--- config.mk ---
export PLATFORM = sky130hd
export DESIGN_NAME = time_set_ctrl
export DESIGN_NICKNAME = d
export VERILOG_FILES = /design/src/rtl/time_clock_pkg.sv /design/src/rtl/time_set_ctrl_btn_edge.sv /design/src/rtl/time_set_ctrl.sv
export SDC_FILE = /design/constraint.sdc
export NUM_CORES = 1
export LEC_CHECK = 0
export CORE_MARGIN = 3
export CORE_UTILIZATION = 47
export DETAILED_ROUTE_END_ITERATION = 12
export GPL_ROUTABILITY_DRIVEN = 0
export GPL_TIMING_DRIVEN = 1
export PLACE_DENSITY = 0.74
export SYNTH_ARGS = -nofsm -noshare
export SYNTH_HDL_FRONTEND = slang
export SYNTH_HIERARCHICAL = 1
export SYNTH_SLANG_ARGS = --single-unit
--- constraint.sdc ---
create_clock -name i_clk -period 3.2 [get_ports i_clk]
set_clock_uncertainty 0.2 [all_clocks]
set_input_delay 0.64 -clock i_clk [delete_from_list [all_inputs] [get_ports i_clk]]
set_output_delay 0.64 -clock i_clk [all_outputs]
set_load 0.1 [all_outputs]
--- src/rtl/time_clock_pkg.sv ---
// Shared types and constants for the time-set controller.
package time_clock_pkg;

  typedef enum logic [1:0] {
    ST_RUN      = 2'd0,
    ST_SET_HOUR = 2'd1,
    ST_SET_MIN  = 2'd2
  } state_e;

  localparam logic [6:0] HOUR_MAX = 7'd23;
  localparam logic [6:0] MIN_MAX  = 7'd59;
  localparam logic [6:0] SEC_MAX  = 7'd59;

  // Digit order {hour10, hour1, min10, min1}; 1 = blank.
  localparam logic [3:0] BLANK_NONE = 4'b0000;
  localparam logic [3:0] BLANK_HOUR = 4'b1100;
  localparam logic [3:0] BLANK_MIN  = 4'b0011;

endpackage

--- src/rtl/time_set_ctrl_btn_edge.sv ---
// Registered rising-edge detector for one debounced, clock-synchronous button level.
module btn_edge (
  input  logic i_clk,
  input  logic i_reset,
  input  logic i_btn,
  output logic o_press
);

  logic prev_q, prev_d;

  always_comb prev_d = i_btn;

  always_ff @(posedge i_clk) begin
    if (i_reset) prev_q <= 1'b0;
    else         prev_q <= prev_d;
  end

  assign o_press = i_btn & ~prev_q;

endmodule

--- src/rtl/time_set_ctrl.sv ---
// Time register owner: runs hh:mm:ss.cc on i_tick, or edits hour/min with blink.
// Optional build macro TIME_SET_AUTOREPEAT_EN adds hold-to-repeat stepping.
module time_set_ctrl
  import time_clock_pkg::*;
#(
  parameter int TICK_PER_SEC = 100,
  parameter int BLINK_TICKS  = 50,
  parameter int REPEAT_DELAY = 50,
  parameter int REPEAT_RATE  = 10
) (
  input  logic       i_clk,
  input  logic       i_reset,
  input  logic       i_tick,
  input  logic       i_btn_mode,
  input  logic       i_btn_up,
  input  logic       i_btn_down,
  output logic [6:0] o_hour,
  output logic [6:0] o_min,
  output logic [6:0] o_sec,
  output logic [6:0] o_msec,
  output logic [1:0] o_state,
  output logic       o_force_hm,
  output logic [3:0] o_blank
);

  localparam int BW = (BLINK_TICKS > 1) ? $clog2(BLINK_TICKS) : 1;
  localparam logic [6:0]    MSEC_MAX   = 7'(TICK_PER_SEC - 1);
  localparam logic [BW-1:0] BLINK_LAST = BW'(BLINK_TICKS - 1);

  function automatic logic [6:0] wrap_step(input logic [6:0] v, input logic [6:0] max,
                                           input logic inc);
    if (inc) return (v == max)  ? 7'd0 : v + 7'd1;
    else     return (v == 7'd0) ? max  : v - 7'd1;
  endfunction

  logic mode_p, up_p, dn_p;

  btn_edge u_edge_mode (.i_clk(i_clk), .i_reset(i_reset), .i_btn(i_btn_mode), .o_press(mode_p));
  btn_edge u_edge_up   (.i_clk(i_clk), .i_reset(i_reset), .i_btn(i_btn_up),   .o_press(up_p));
  btn_edge u_edge_dn   (.i_clk(i_clk), .i_reset(i_reset), .i_btn(i_btn_down), .o_press(dn_p));

  state_e        state_q, state_d;
  logic [6:0]    hour_q, hour_d, min_q, min_d, sec_q, sec_d, msec_q, msec_d;
  logic [BW-1:0] blink_cnt_q, blink_cnt_d;
  logic          blink_ph_q, blink_ph_d;
  logic          force_q, force_d;
  logic [3:0]    blank_q, blank_d;

  logic rpt_up, rpt_dn;

`ifdef TIME_SET_AUTOREPEAT_EN
  localparam int HW = $clog2(REPEAT_DELAY + 1);
  logic [HW-1:0] hold_cnt_q, hold_cnt_d;
  logic          rpt_fire;

  // After the first repeat the counter reloads so the next fire lands REPEAT_RATE ticks later.
  always_comb begin
    hold_cnt_d = hold_cnt_q;
    rpt_fire   = 1'b0;
    if (state_q == ST_RUN || mode_p || !(i_btn_up ^ i_btn_down)) begin
      hold_cnt_d = '0;
    end else if (i_tick) begin
      if (hold_cnt_q == HW'(REPEAT_DELAY - 1)) begin
        rpt_fire   = 1'b1;
        hold_cnt_d = HW'(REPEAT_DELAY - REPEAT_RATE);
      end else begin
        hold_cnt_d = hold_cnt_q + 1'b1;
      end
    end
  end

  always_ff @(posedge i_clk) begin
    if (i_reset) hold_cnt_q <= '0;
    else         hold_cnt_q <= hold_cnt_d;
  end

  assign rpt_up = rpt_fire & i_btn_up;
  assign rpt_dn = rpt_fire & i_btn_down;
`else
  assign rpt_up = 1'b0;
  assign rpt_dn = 1'b0;
`endif

  logic step_up, step_dn;
  assign step_up = (up_p & ~dn_p) | rpt_up;
  assign step_dn = (dn_p & ~up_p) | rpt_dn;

  always_comb begin
    state_d     = state_q;
    hour_d      = hour_q;
    min_d       = min_q;
    sec_d       = sec_q;
    msec_d      = msec_q;
    blink_cnt_d = blink_cnt_q;
    blink_ph_d  = blink_ph_q;

    case (state_q)
      ST_RUN: begin
        if (mode_p) begin
          state_d     = ST_SET_HOUR;
          blink_cnt_d = '0;
          blink_ph_d  = 1'b0;
        end else if (i_tick) begin
          if (msec_q != MSEC_MAX) msec_d = msec_q + 7'd1;
          else begin
            msec_d = '0;
            if (sec_q != SEC_MAX) sec_d = sec_q + 7'd1;
            else begin
              sec_d = '0;
              if (min_q != MIN_MAX) min_d = min_q + 7'd1;
              else begin
                min_d  = '0;
                hour_d = wrap_step(hour_q, HOUR_MAX, 1'b1);
              end
            end
          end
        end
      end
      ST_SET_HOUR, ST_SET_MIN: begin
        if (mode_p) begin
          blink_cnt_d = '0;
          blink_ph_d  = 1'b0;
          if (state_q == ST_SET_HOUR) state_d = ST_SET_MIN;
          else begin
            state_d = ST_RUN;
            sec_d   = '0;
            msec_d  = '0;
          end
        end else if (step_up || step_dn) begin
          // Edits restart the blink so the new value is shown at once.
          blink_cnt_d = '0;
          blink_ph_d  = 1'b0;
          if (state_q == ST_SET_HOUR) hour_d = wrap_step(hour_q, HOUR_MAX, step_up);
          else                        min_d  = wrap_step(min_q,  MIN_MAX,  step_up);
        end else if (i_tick) begin
          if (blink_cnt_q == BLINK_LAST) begin
            blink_cnt_d = '0;
            blink_ph_d  = ~blink_ph_q;
          end else begin
            blink_cnt_d = blink_cnt_q + 1'b1;
          end
        end
      end
      default: state_d = ST_RUN;
    endcase

    force_d = (state_d != ST_RUN);
    blank_d = BLANK_NONE;
    if (blink_ph_d && state_d == ST_SET_HOUR) blank_d = BLANK_HOUR;
    if (blink_ph_d && state_d == ST_SET_MIN)  blank_d = BLANK_MIN;
  end

  always_ff @(posedge i_clk) begin
    if (i_reset) begin
      state_q     <= ST_RUN;
      hour_q      <= '0;
      min_q       <= '0;
      sec_q       <= '0;
      msec_q      <= '0;
      blink_cnt_q <= '0;
      blink_ph_q  <= 1'b0;
      force_q     <= 1'b0;
      blank_q     <= BLANK_NONE;
    end else begin
      state_q     <= state_d;
      hour_q      <= hour_d;
      min_q       <= min_d;
      sec_q       <= sec_d;
      msec_q      <= msec_d;
      blink_cnt_q <= blink_cnt_d;
      blink_ph_q  <= blink_ph_d;
      force_q     <= force_d;
      blank_q     <= blank_d;
    end
  end

  assign o_hour     = hour_q;
  assign o_min      = min_q;
  assign o_sec      = sec_q;
  assign o_msec     = msec_q;
  assign o_state    = state_q;
  assign o_force_hm = force_q;
  assign o_blank    = blank_q;

endmodule

==> metrics.yaml, run 1 <==
dp.cells: 424
power.density_nw_per_um2: 391
timing.final.crit_share_pct: 84.8
synthFlopType: "dfxtp_1"
coreArea_um2: 5610
use_met1_pct: 23.3
max_freq_mhz: 368
crit_start: "i_btn_down"
maxSlewHeadroom_pct: 60.7
synth_cells: 325
clockBufferDepth: 2
ctsHoldBuffers: 0
antenna_left: 0
pin_count: 41
globalRoute.busiestLayer: "met2"
period_needed_ns: 2.71
antenna_cells: 0
synthArstFlopShare_pct: 0
final_cell_mix: "dfxtp_1 (43), buf_4 (40), nor2_1 (33)"
antenna_found_initial: 0
cts_num_sinks: 43
cap_violations: 0
placed_area_um2: 3080
rr_startpoint: "o_state[0]"
ys_ff_latch: 43
yosysWarnings: 6
via_per_inst: 5.82
grt_util_met3_pct: 4.27
die_h_um: 83.0
insertion_delay_ns: 0.30
drc: 0
critical_path_class: "in -> reg"
clkTransAtPathRegs_ns: 0.08
syn_area_um2: 2790
ir_drop_mv: 0.186
final_hold_viol_count: 0
start_util_pct: 49.7
fin_nets: 378
final_common_cell: "dfxtp_1"
via_count: 2516
die_w_um: 83.0
crit_path_end: "o_hour[6]"
die_area_um2: 6890
drtIter0Drc: 168
ys_seq_area_share_pct: 30.9
dr.pass1.iters: 4
cts_made_buffers: 5
status: "complete, no violations"
worstPathRequired_ns: 3.16
p_leak_nw: 1.21
r2r-end: "o_sec[5]"
grt_usage_pct: 18.1
rsz0062_at_grt: "false"
synth_cell_types: 68
grt_pass1_wl_um: 10600
setup_viol: 0
syn_area_per_cell_um2: 8.57
grt_max_degree: 20
rr_worst_depth: 7
fin_setup_tns_ns: 0
tightest_slew_ns: 0.590
slew_violations: 0
drive_gt1_share_pct: 19.2
syn_nets: 344
syn2layout_area_growth_pct: 13.5
cp_max_fo: 10
fin_util_pct: 56.4
stdcell_count: 432
synth_edf_count: 0
rrSetupSlack_ns: 0.64
critPathCaptureType: "register"
wl_um: 6220
cts_tree: "done"
io_buffers: 40
grtUsageMet2_pct: 30.4
hp-class: "reg -> reg"
post_cts_buffers: 0
grt_pass1_vias: 2280
clockRootBuffer: "clkbuf_8"
dp_hpwl_um: 4470
critPathArrivalTime_ns: 2.68
start_kind: "input pin"
cts.repair.resized: 0
fin_area_um2: 3160
grt-ovfl-total: 0
wire_per_inst_um: 14.4
cts_max_level: 2
rows: 27
-- state kept, by name, summed over array words and instances, names as in the netlist --
signal / cells
o_blank: 2
blink_ph_q: 1
o_min: 7
u_edge_dn/prev_q: 1
u_edge_mode/prev_q: 1
o_sec: 7
o_state: 2
blink_cnt_q: 6
o_hour: 7
o_force_hm: 1
o_msec: 7
u_edge_up/prev_q: 1
-- worst min path at each step --
| stage | start | end | slack, ns | cells after the start |
|---|---|---|---|---|
| after floorplan | blink_cnt_q[5] | blink_cnt_q[5] | 0.28 | 2 |
| after global placement | blink_cnt_q[5] | blink_cnt_q[5] | 0.30 | 2 |
| after detailed placement | blink_cnt_q[5] | blink_cnt_q[5] | 0.30 | 2 |
| after CTS | o_sec[1] | o_sec[1] | 0.32 | 2 |
| after global routing | o_sec[1] | o_sec[1] | 0.35 | 2 |
| final | blink_cnt_q[5] | blink_cnt_q[5] | 0.32 | 2 |
-- routing by layer --
| layer | vias to the layer above | part of all wire (%) |
|---|---|---|
| met1 | 1196 | 45 |
| met4 | 0 | 1.2 |
| li1 | 1242 | - |
| met2 | 70 | 47 |
| met3 | 8 | 6.2 |
| met5 | - | 0 |
-- kinds of logic after synthesis --
family	synth area share, %
AOI/OAI and AO/OA	20.1
adders and majority gates	5.84
DFF	30.9
buffers and inverters	7.41
xor gates and xnor gates	5.03
and+or+nand+nor	30.3
muxes	0.359
-- synth_stat cells, drive strengths merged (2+ instances only) --
library cell / instances / area share [%]
o21ai: 14 / 2.5
a32oi: 2 / 0.63
o311ai: 3 / 0.94
a21o: 3 / 0.81
nor3b: 2 / 0.54
a31oi: 6 / 1.9
clkbuf: 7 / 2.0
o21a: 2 / 0.54
nand2: 29 / 3.9
nor2b: 9 / 3.6
nor4: 2 / 0.99
nor2: 33 / 4.4
a21oi: 14 / 2.5
o221a: 2 / 0.81
a311oi: 2 / 0.63
nor3: 15 / 3.3
xnor2: 6 / 1.9
a2111oi: 3 / 1.8
nor4b: 2 / 1.2
xor2: 10 / 3.1
nand2b: 6 / 1.4
a211oi: 5 / 1.3
nand4: 11 / 2.7
buf: 10 / 3.1
inv: 15 / 2.0
a211o: 2 / 0.67
o41ai: 2 / 0.90
or2: 2 / 0.45
o31ai: 4 / 1.1
nand3: 14 / 2.5
and3: 5 / 1.1
and2: 6 / 1.3
o211ai: 3 / 0.99
ha: 13 / 5.8
or4: 4 / 1.1
dfxtp: 43 / 31
-- power by group --
group          internal, mW  switching (mW)
clock network         0.153           0.197
logic                0.0965           0.221
registers             0.549          0.0201
-- stage by stage --
stage | power [mW] | hold slack [ns] | setup slack (ns)
2_1_floorplan | 0.836 | 0.276 | 0.222
3_3_place_gp | 0.894 | 0.301 | 0.295
3_5_place_dp | 0.897 | 0.301 | 0.248
4_1_cts | 1.24 | 0.323 | 0.547
5_1_grt | 1.30 | 0.350 | 0.371
6_report | 1.24 | 0.322 | 0.486
-- layout make-up --
class	instances	area [µm²]
inverters	15	56.3
clock inverters	2	12.5
flip-flops and latches	43	861
clock buffers	6	72.6
repair buffers	45	350
fillers	531	2450
well taps	72	90.1
multi-input cells	249	1720
-- worst max-delay path, cell delays in order --
cell	delay [ns]
clkdlybuf4s50_1	0.48
nor2b_4	0.13
inv_1	0.04
ha_1	0.32
nand2_1	0.16
o211ai_2	0.23
o311ai_0	0.53
o211ai_1	0.15
Note: power is estimated with default switching activity, not from simulation.
==> run 2: changes to the inputs <==
--- a/config.mk
+++ b/config.mk
@@ -10,7 +10,7 @@
 export DETAILED_ROUTE_END_ITERATION = 12
 export GPL_ROUTABILITY_DRIVEN = 0
 export GPL_TIMING_DRIVEN = 1
-export PLACE_DENSITY = 0.74
+export PLACE_DENSITY = 0.76
 export SYNTH_ARGS = -nofsm -noshare
 export SYNTH_HDL_FRONTEND = slang
 export SYNTH_HIERARCHICAL = 1
==> constraint.sdc (replaced) <==
create_clock -name i_clk -period 2.3 [get_ports i_clk]
set_clock_uncertainty 0.2 [all_clocks]
set_input_delay 0.46 -clock i_clk [delete_from_list [all_inputs] [get_ports i_clk]]
set_output_delay 0.46 -clock i_clk [all_outputs]
set_load 0.1 [all_outputs]
==> run 2 against run 1 <==
- count of clock-buffer cells in the layout stayed put
- non-clock buffer count is 27 higher
- critical path type unchanged
- flip-flop and latch count stayed put
- highest routed layer unchanged
- register-to-register slack worse by 0.52 ns
==> metrics.yaml, run 2 (synthesized netlist as in run 1, its figures left out) <==
cap_violations: 0
ir_drop_mv: 0.302
antenna_left: 0
final_common_cell: "buf_4"
power.density_nw_per_um2: 506
antenna_found_initial: 0
period_needed_ns: 2.27
rsz0062_at_grt: "true"
min_from: "o_sec[1]"
critPathArrivalTime_ns: 2.29
syn2layout_area_growth_pct: 29.3
clkTransAtPathRegs_ns: 0.09
grt_max_degree: 15
timing.hold.ws_ns: 0.309
via_count: 2619
drive_gt1_share_pct: 35.7
io_buffers: 40
wl_um: 6770
rr_worst_depth: 6
max_freq_mhz: 441
die_h_um: 83.0
p_leak_nw: 1.39
r2r-end: "o_hour[2]"
insertion_delay_ns: 0.30
stdcell_count: 459
rr_startpoint: "o_sec[0]"
rrSetupSlack_ns: 0.12
hp-class: "reg -> reg"
tightest_slew_ns: 0.452
cts_max_level: 2
grt_pass1_vias: 2497
coreArea_um2: 5610
timing.final.crit_share_pct: 98.6
fin_nets: 405
antenna_cells: 0
start_kind: "input pin"
pin_count: 41
critPathCaptureType: "register"
hold_end: "o_sec[1]"
drtIter0Drc: 203
grt_usage_pct: 19.3
die_w_um: 83.0
cp_max_fo: 5
wire_per_inst_um: 14.7
maxSlewHeadroom_pct: 69.8
cts_made_buffers: 5
dp_hpwl_um: 4980
clockRootBuffer: "clkbuf_8"
die_area_um2: 6890
final_hold_viol_count: 0
status: "complete, no violations"
grt_pass1_wl_um: 11400
final_cell_mix: "buf_4 (61), nor2_1 (32), nand2_1 (28)"
cts_num_sinks: 43
dp.cells: 446
clockBufferDepth: 2
via_per_inst: 5.71
worstPathRequired_ns: 2.33
drc: 0
grt-ovfl-total: 0
hold_path_depth: 2
dr.pass1.iters: 4
critical_path_class: "in -> reg"
rows: 27
start_util_pct: 49.7
cts_tree: "done"
setup_viol: 0
slew_violations: 0
power.total_mw: 1.82
[run 2: metrics by stage]
| step | utilization, % | instance area, µm² | TNS, ns | setup slack, ns |
|---|---|---|---|---|
| final | 64.2 | 3600 | 0 | 0.0318 |
| after detailed placement | 60.3 | 3380 | -9.86 | -0.415 |
| after global routing | 64.2 | 3600 | -0.0991 | -0.0249 |
| after CTS | 62.7 | 3510 | 0 | 0.0169 |
| after global placement | 60.3 | 3380 | -9.48 | -0.377 |
| after floorplan | - | 2880 | 0 | 0.00240 |
[run 2: timing repair]
item                                    4_1_cts  5_1_grt
hold buffers                                  0        0
endpoints found under the setup margin       18       23
resized for setup                            10       14
setup buffers                                 0        4
pin swaps                                     2       11
cloned                                        1        0
[run 2: where the power goes]
| part | total, mW | switching (mW) | internal [mW] | leakage, nW |
|---|---|---|---|---|
| sequential | 0.788 | 0.0291 | 0.759 | 0.364 |
| clock | 0.480 | 0.266 | 0.213 | 0.0455 |
| combinational | 0.554 | 0.345 | 0.210 | 0.983 |
[run 2: worst max-delay path by stage]
stage / slack (ns) / to / start / cells past startpoint
floorplan: 0.002 / o_hour[2] / o_sec[0] / 6
global placement: -0.38 / blink_cnt_q[2] / i_btn_down / 9
detailed placement: -0.41 / o_hour[2] / i_btn_down / 8
CTS: 0.02 / o_hour[4] / i_btn_up / 9
global route: -0.02 / blink_cnt_q[3] / i_btn_down / 9
finish: 0.03 / o_hour[2] / i_btn_down / 9
[run 2: cell type report]
cell class	instances	area (µm²)
flip-flops and latches	43	923
multi-input cells	249	1840
well taps	72	90.1
inverters	15	56.3
fillers	514	2010
clock inverters	2	11.3
clock buffers	6	72.6
repair buffers	72	611
[run 2: layer usage]
| metal | wire length [µm] | vias up | global-route usage (%) |
|---|---|---|---|
| met2 | 3400 | 62 | 33.8 |
| met1 | 3060 | 1257 | 24.6 |
| met5 | 0 | - | 0 |
| met4 | 70 | 0 | 4.31 |
| met3 | 241 | 7 | 3.47 |
| li1 | - | 1293 | - |
[run 2: worst max-delay path: stages]
cell and delay (ns):
clkdlybuf4s50_1 0.49, nor2b_4 0.14, inv_1 0.06, ha_4 0.17, nor2b_4 0.14, buf_4 0.16, mux2i_1 0.10, or4_4 0.44
a21oi_2 0.14
